===== src/rtl/ram_cmd_master.sv =====
// Command initiator for the 1024x8 level-strobed RAM: single read/write, block fill and
// forward block copy, with all strobes and status registered.
module ram_cmd_master #(
  parameter int ADDR_W = 10,
  parameter int DATA_W = 8
) (
  input  logic              clk,
  input  logic              rst,
  input  logic              cmd_valid,
  output logic              cmd_ready,
  input  logic [1:0]        cmd_op,
  input  logic [ADDR_W-1:0] cmd_addr,
  input  logic [ADDR_W-1:0] cmd_src,
  input  logic [ADDR_W:0]   cmd_len,
  input  logic [DATA_W-1:0] cmd_data,
  output logic              rsp_valid,
  output logic [DATA_W-1:0] rsp_data,
  output logic              done,
  output logic              err,
  output logic              busy,
  output logic [ADDR_W-1:0] mem_address,
  output logic [DATA_W-1:0] mem_datain,
  output logic              mem_wr,
  output logic              mem_rd,
  input  logic [DATA_W-1:0] mem_out
);

  // state     | meaning
  // IDLE      | waiting for a command, cmd_ready high
  // WR        | single write strobe
  // RD_REQ    | single read strobe
  // RD_CAP    | RAM output captured into rsp_data
  // FILL      | one write strobe per byte
  // CPY_RD    | copy: read strobe at source
  // CPY_CAP   | copy: source byte captured
  // CPY_WR    | copy: write strobe at destination
  // FIN       | done (and err) pulse
  typedef enum logic [3:0] {
    S_IDLE, S_WR, S_RD_REQ, S_RD_CAP, S_FILL, S_CPY_RD, S_CPY_CAP, S_CPY_WR, S_FIN
  } state_t;

  localparam logic [1:0]      OP_WRITE = 2'd0;
  localparam logic [1:0]      OP_READ  = 2'd1;
  localparam logic [1:0]      OP_FILL  = 2'd2;
  localparam logic [1:0]      OP_COPY  = 2'd3;
  localparam logic [ADDR_W:0] MAX_LEN  = {1'b1, {ADDR_W{1'b0}}};

  state_t            r_state, w_next;
  logic [ADDR_W-1:0] r_src, r_dst;
  logic [ADDR_W:0]   r_cnt;
  logic              w_accept, w_len_ok, w_last;
  logic              w_wr, w_rd, w_err;
  logic [ADDR_W-1:0] w_addr;
  logic [DATA_W-1:0] w_din;

  assign w_accept = (r_state == S_IDLE) && cmd_valid && cmd_ready;
  assign w_len_ok = (cmd_len != '0) && (cmd_len <= MAX_LEN);
  assign w_last   = (r_cnt == (ADDR_W+1)'(1));

  always_ff @(posedge clk) begin
    if (rst) r_state <= S_IDLE;
    else     r_state <= w_next;
  end

  // Strobe values are decided for the state being entered, so they are registered
  // and line up exactly with that state's cycle.
  always_comb begin
    w_next = r_state;
    w_wr   = 1'b0;
    w_rd   = 1'b0;
    w_err  = 1'b0;
    w_addr = mem_address;
    w_din  = mem_datain;
    case (r_state)
      S_IDLE: begin
        if (w_accept) begin
          case (cmd_op)
            OP_WRITE: begin
              w_next = S_WR;
              w_wr   = 1'b1;
              w_addr = cmd_addr;
              w_din  = cmd_data;
            end
            OP_READ: begin
              w_next = S_RD_REQ;
              w_rd   = 1'b1;
              w_addr = cmd_addr;
            end
            OP_FILL: begin
              if (w_len_ok) begin
                w_next = S_FILL;
                w_wr   = 1'b1;
                w_addr = cmd_addr;
                w_din  = cmd_data;
              end else begin
                w_next = S_FIN;
                w_err  = 1'b1;
              end
            end
            default: begin
              if (w_len_ok) begin
                w_next = S_CPY_RD;
                w_rd   = 1'b1;
                w_addr = cmd_src;
              end else begin
                w_next = S_FIN;
                w_err  = 1'b1;
              end
            end
          endcase
        end
      end
      S_WR:     w_next = S_FIN;
      S_RD_REQ: w_next = S_RD_CAP;
      S_RD_CAP: w_next = S_FIN;
      S_FILL: begin
        if (w_last) begin
          w_next = S_FIN;
        end else begin
          w_wr   = 1'b1;
          w_addr = r_dst + ADDR_W'(1);
        end
      end
      S_CPY_RD: w_next = S_CPY_CAP;
      S_CPY_CAP: begin
        // mem_datain itself holds the copied byte through the write cycle
        w_next = S_CPY_WR;
        w_wr   = 1'b1;
        w_addr = r_dst;
        w_din  = mem_out;
      end
      S_CPY_WR: begin
        if (w_last) begin
          w_next = S_FIN;
        end else begin
          w_next = S_CPY_RD;
          w_rd   = 1'b1;
          w_addr = r_src + ADDR_W'(1);
        end
      end
      S_FIN:   w_next = S_IDLE;
      default: w_next = S_IDLE;
    endcase
  end

  always_ff @(posedge clk) begin
    if (rst) begin
      r_src <= '0;
      r_dst <= '0;
      r_cnt <= '0;
    end else begin
      case (r_state)
        S_IDLE: begin
          if (w_accept) begin
            r_src <= cmd_src;
            r_dst <= cmd_addr;
            r_cnt <= cmd_len;
          end
        end
        S_FILL, S_CPY_WR: begin
          r_src <= r_src + ADDR_W'(1);
          r_dst <= r_dst + ADDR_W'(1);
          r_cnt <= r_cnt - (ADDR_W+1)'(1);
        end
        default: ;
      endcase
    end
  end

  always_ff @(posedge clk) begin
    if (rst) begin
      cmd_ready   <= 1'b0;
      busy        <= 1'b0;
      done        <= 1'b0;
      err         <= 1'b0;
      rsp_valid   <= 1'b0;
      rsp_data    <= '0;
      mem_wr      <= 1'b0;
      mem_rd      <= 1'b0;
      mem_address <= '0;
      mem_datain  <= '0;
    end else begin
      cmd_ready   <= (w_next == S_IDLE);
      busy        <= (w_next != S_IDLE);
      done        <= (w_next == S_FIN);
      err         <= w_err;
      rsp_valid   <= (r_state == S_RD_CAP);
      mem_wr      <= w_wr;
      mem_rd      <= w_rd;
      mem_address <= w_addr;
      mem_datain  <= w_din;
      if (r_state == S_RD_CAP) rsp_data <= mem_out;
    end
  end

endmodule


===== config.mk =====
export PLATFORM = sky130hd
export DESIGN_NAME = ram_cmd_master
export DESIGN_NICKNAME = d
export VERILOG_FILES = /design/src/rtl/ram_cmd_master.sv
export SDC_FILE = /design/constraint.sdc
export NUM_CORES = 1
export LEC_CHECK = 0
export CAP_MARGIN = 20
export CORE_MARGIN = 5
export CORE_UTILIZATION = 50
export DETAILED_ROUTE_END_ITERATION = 16
export PLACE_DENSITY_LB_ADDON = 0.05
export SYNTH_ARGS = -nofsm -noshare
export SYNTH_HDL_FRONTEND = slang
export SYNTH_SLANG_ARGS = --single-unit

===== constraint.sdc =====
create_clock -name clk -period 2.5 [get_ports clk]
set_input_delay 0.5 -clock clk [delete_from_list [all_inputs] [get_ports clk]]
set_output_delay 0.5 -clock clk [all_outputs]
set_load 0.03 [all_outputs]

==> out/metrics.yaml <==
status:
  status: "complete, no violations"
timing:
  max_slew.worst_pin.slew_ns: 0.6227
  worst_hold_slack_ns: 0.4593
  max_freq_mhz: 417.4
  slew_viol_final: 0
  hold_viol: 0
  timing.final.crit_period_ns: 2.396
  maxSlewHeadroom_pct: 58.26
  grt_setup_unrepaired: "false"
  setup_ws_ns: 0.1045
  skew_ns: 0.01021
  finalSetupViolations: 0
  finalCritPeriodShare_pct: 95.82
finish:
  fin_nets: 634
  final_core_util_pct: 70.93
  syn2layout_area_growth_pct: 38.27
  drive_above_1_share_pct: 12.52
  fillCellCount: 634
  stdcell_count: 682
  multi_input_area_mm2: 0.002172
  antennaDiodeCount: 0
  final-seq-area_mm2: 0.001361
synthesis:
  synthSimpleGateAreaFrac_pct: 26.40
  yosys_register_bits: 68
  synthFlopType: "dfxtp_1"
  postSynthCellCount: 474
  synth_edf_count: 0
  yosys.cell_types.count: 54
  yosys-mux-area-fraction_pct: 4.361
  synth.top_cell.area_share_pct: 36.78
  synth_common_cells: "73 x nand2_1, 68 x dfxtp_1, 57 x nor2_1, 34 x a21oi_1, 25 x clkbuf_1"
  synth_nets: 530
  synth_fa_ha_area_share_pct: 1.352
  syn_avg_cell_area_um2: 7.808
  synth_compound_area_share_pct: 22.45
  yosysMostFrequentCell: "nand2_1"
  synth_area_mm2: 0.003701
  synth.area.top_cells: "dfxtp_1 37%, nand2_1 7.4%, nor2_1 5.8%"
  ys_warn_count: 0
  synth_async_sr_flop_share_pct: 0
  seq_area_frac_synth_pct: 36.78
  synth_top_family_by_area: "simple AND/OR/NAND/NOR gates"
  synthXorXnorAreaFrac_pct: 3.550
  yosys.area.top_type: "dfxtp_1"
die:
  start_util_pct: 51.30
  die-height_um: 96.04
  core.rowCount: 31
  io_pins: 85
  core_area_mm2: 0.007214
  die_w_um: 96.04
  dieArea_mm2: 0.009223
detailed_routing:
  ant_nets: 0
  wl_per_cell_um: 17.32
  routed_wl_um: 11810
  first_iter_violations: 323
  drc: 0
  drt_pass1_iterations: 6
  vias: 4161
  vias_per_cell: 6.101
clock_network:
  cts_buffer_depth: 2
  htree_levels: 3
  ctsResizeCount: 1
  clkTransAtPathRegs_ns: 0.08
  cts_tree: "yes"
  cts_hold_buf: 0
  clockRootBuffer: "clkbuf_8"
  cts_buffers: 9
  cts_sinks: 68
  cts_setup_buffers: 0
  insertion_delay_ns: 0.35
run:
  maxCapViolCount: 0
grt:
  grt_pass1_wl_um: 18910
  first_global_vias: 3995
  overflow: 0
  grt_use_met3_pct: 4.613
  track_usage_pct: 26.07
  grt.met2_usage_pct: 43.30
  antenna_found_initial: 0
  busiest_layer: "met2"
  grt_use_met1_pct: 32.32
  grt_max_degree: 24
worst_setup_path:
  worstPathRequired_ns: 2.78
  cp.arrival_ns: 2.67
  crit_fanout: 5
  cp-end-kind: "flop"
  setup.worst_path.start_class: "primary input"
  crit_type: "primary input to flop"
power_and_ir_drop:
  peakVddDrop_mv: 0.3591
  power-per-cell-area_mw_per_mm2: 604.1
  p_leak_nw: 1.921
placement:
  port_buffers: 84
  dp.cells: 665
  gp_congestion: 0.9514
  hpwl_um: 8672
  pre_cts_slack_ns: -0.3916
worst_hold_path:
  hp-class: "flop to flop"
==> layer usage <==
layer / vias up / part of all wire (%)
li1: 1939 / -
met1: 1965 / 40
met2: 222 / 48
met3: 35 / 8.6
met4: 0 / 3.6
met5: - / 0
==> power breakdown <==
| part | internal [mW] | total, mW | leakage [nW] | switching [mW] |
|---|---|---|---|---|
| registers | 1.15 | 1.22 | 0.553 | 0.0700 |
| clock network | 0.793 | 1.25 | 0.137 | 0.456 |
| logic | 0.298 | 0.623 | 1.23 | 0.325 |
| total | 2.24 | 3.09 | 1.92 | 0.851 |
==> flip-flops by register name (all words and copies together), names as in the netlist <==
signal / flops
busy: 1
r_src: 10
rsp_data: 8
rsp_valid: 1
cmd_ready: 1
mem_rd: 1
r_dst: 10
mem_wr: 1
err: 1
r_cnt: 11
mem_address: 10
r_state: 4
done: 1
mem_datain: 8
==> worst max-delay path, stage by stage <==
cell and delay (ns):
clkdlybuf4s50_1 0.43, nor4_2 0.28, buf_4 0.17, o2111a_1 0.23
nand3_1 0.11, buf_4 0.16, a21o_4 0.22, buf_4 0.15
a311o_1 0.27, a21oi_1 0.14
==> kinds of logic (layout without fill, tap and decap cells) <==
kind of cell | after synthesis | count (layout)
compound gates | 121 | 121
flops | 68 | 68
xor+xnor | 15 | 15
mux | 16 | 16
simple gates | 208 | 208
fa+ha+maj | 4 | 4
buf+inv | 42 | 151
==> layout by cell type (no fill, tap or decap), drive strengths merged, types with 3 or more instances in the layout <==
cell and n:
clkbuf 10, nand2b 3, nand3 14, mux2i 15
o21ai 17, nor4 13, a21oi 34, a32o 3
buf 43, a32oi 4, o211ai 5, nor3 19
dfxtp 68, xnor2 10, a221o 4, nand2 73
a221oi 8, or2 4, inv 10, xor2 5
a222oi 4, nor2b 7, o22ai 6, bufinv 4
a31oi 10, clkdlybuf4s50 83, nand4 3, nor2 58
and3 3, or3 5, a211oi 9, ha 4
==> final timing paths <==
kind                                      from              to  slack [ns]  cells after the start
worst min-delay path            mem_address[8]  mem_address[8]        0.46                      2
worst max-delay path                cmd_len[0]  mem_address[0]        0.10                     10
worst min register to register  mem_address[8]  mem_address[8]        0.46                      2
worst max register to register        r_cnt[1]  mem_address[3]        0.15                      9
==> final cells by class <==
type | count | area share (%)
inverters | 9 | 0.6601
clock inverters | 6 | 2.616
multi-input cells | 364 | 42.44
clock buffers | 10 | 2.689
repair buffers | 126 | 22.57
well taps | 99 | 2.421
flip-flops and latches | 68 | 26.60
==> per-stage QoR <==
stage                     setup TNS [ns]  area, µm²  power [mW]
after floorplan                        0       3701       1.580
after global placement            -6.280       4818       1.833
after detailed placement          -5.072       4818       1.848
after CTS                              0       5092       3.084
after global routing                   0       5117       3.205
final                                  0       5117       3.092
Power figures use the tool's default switching activity.
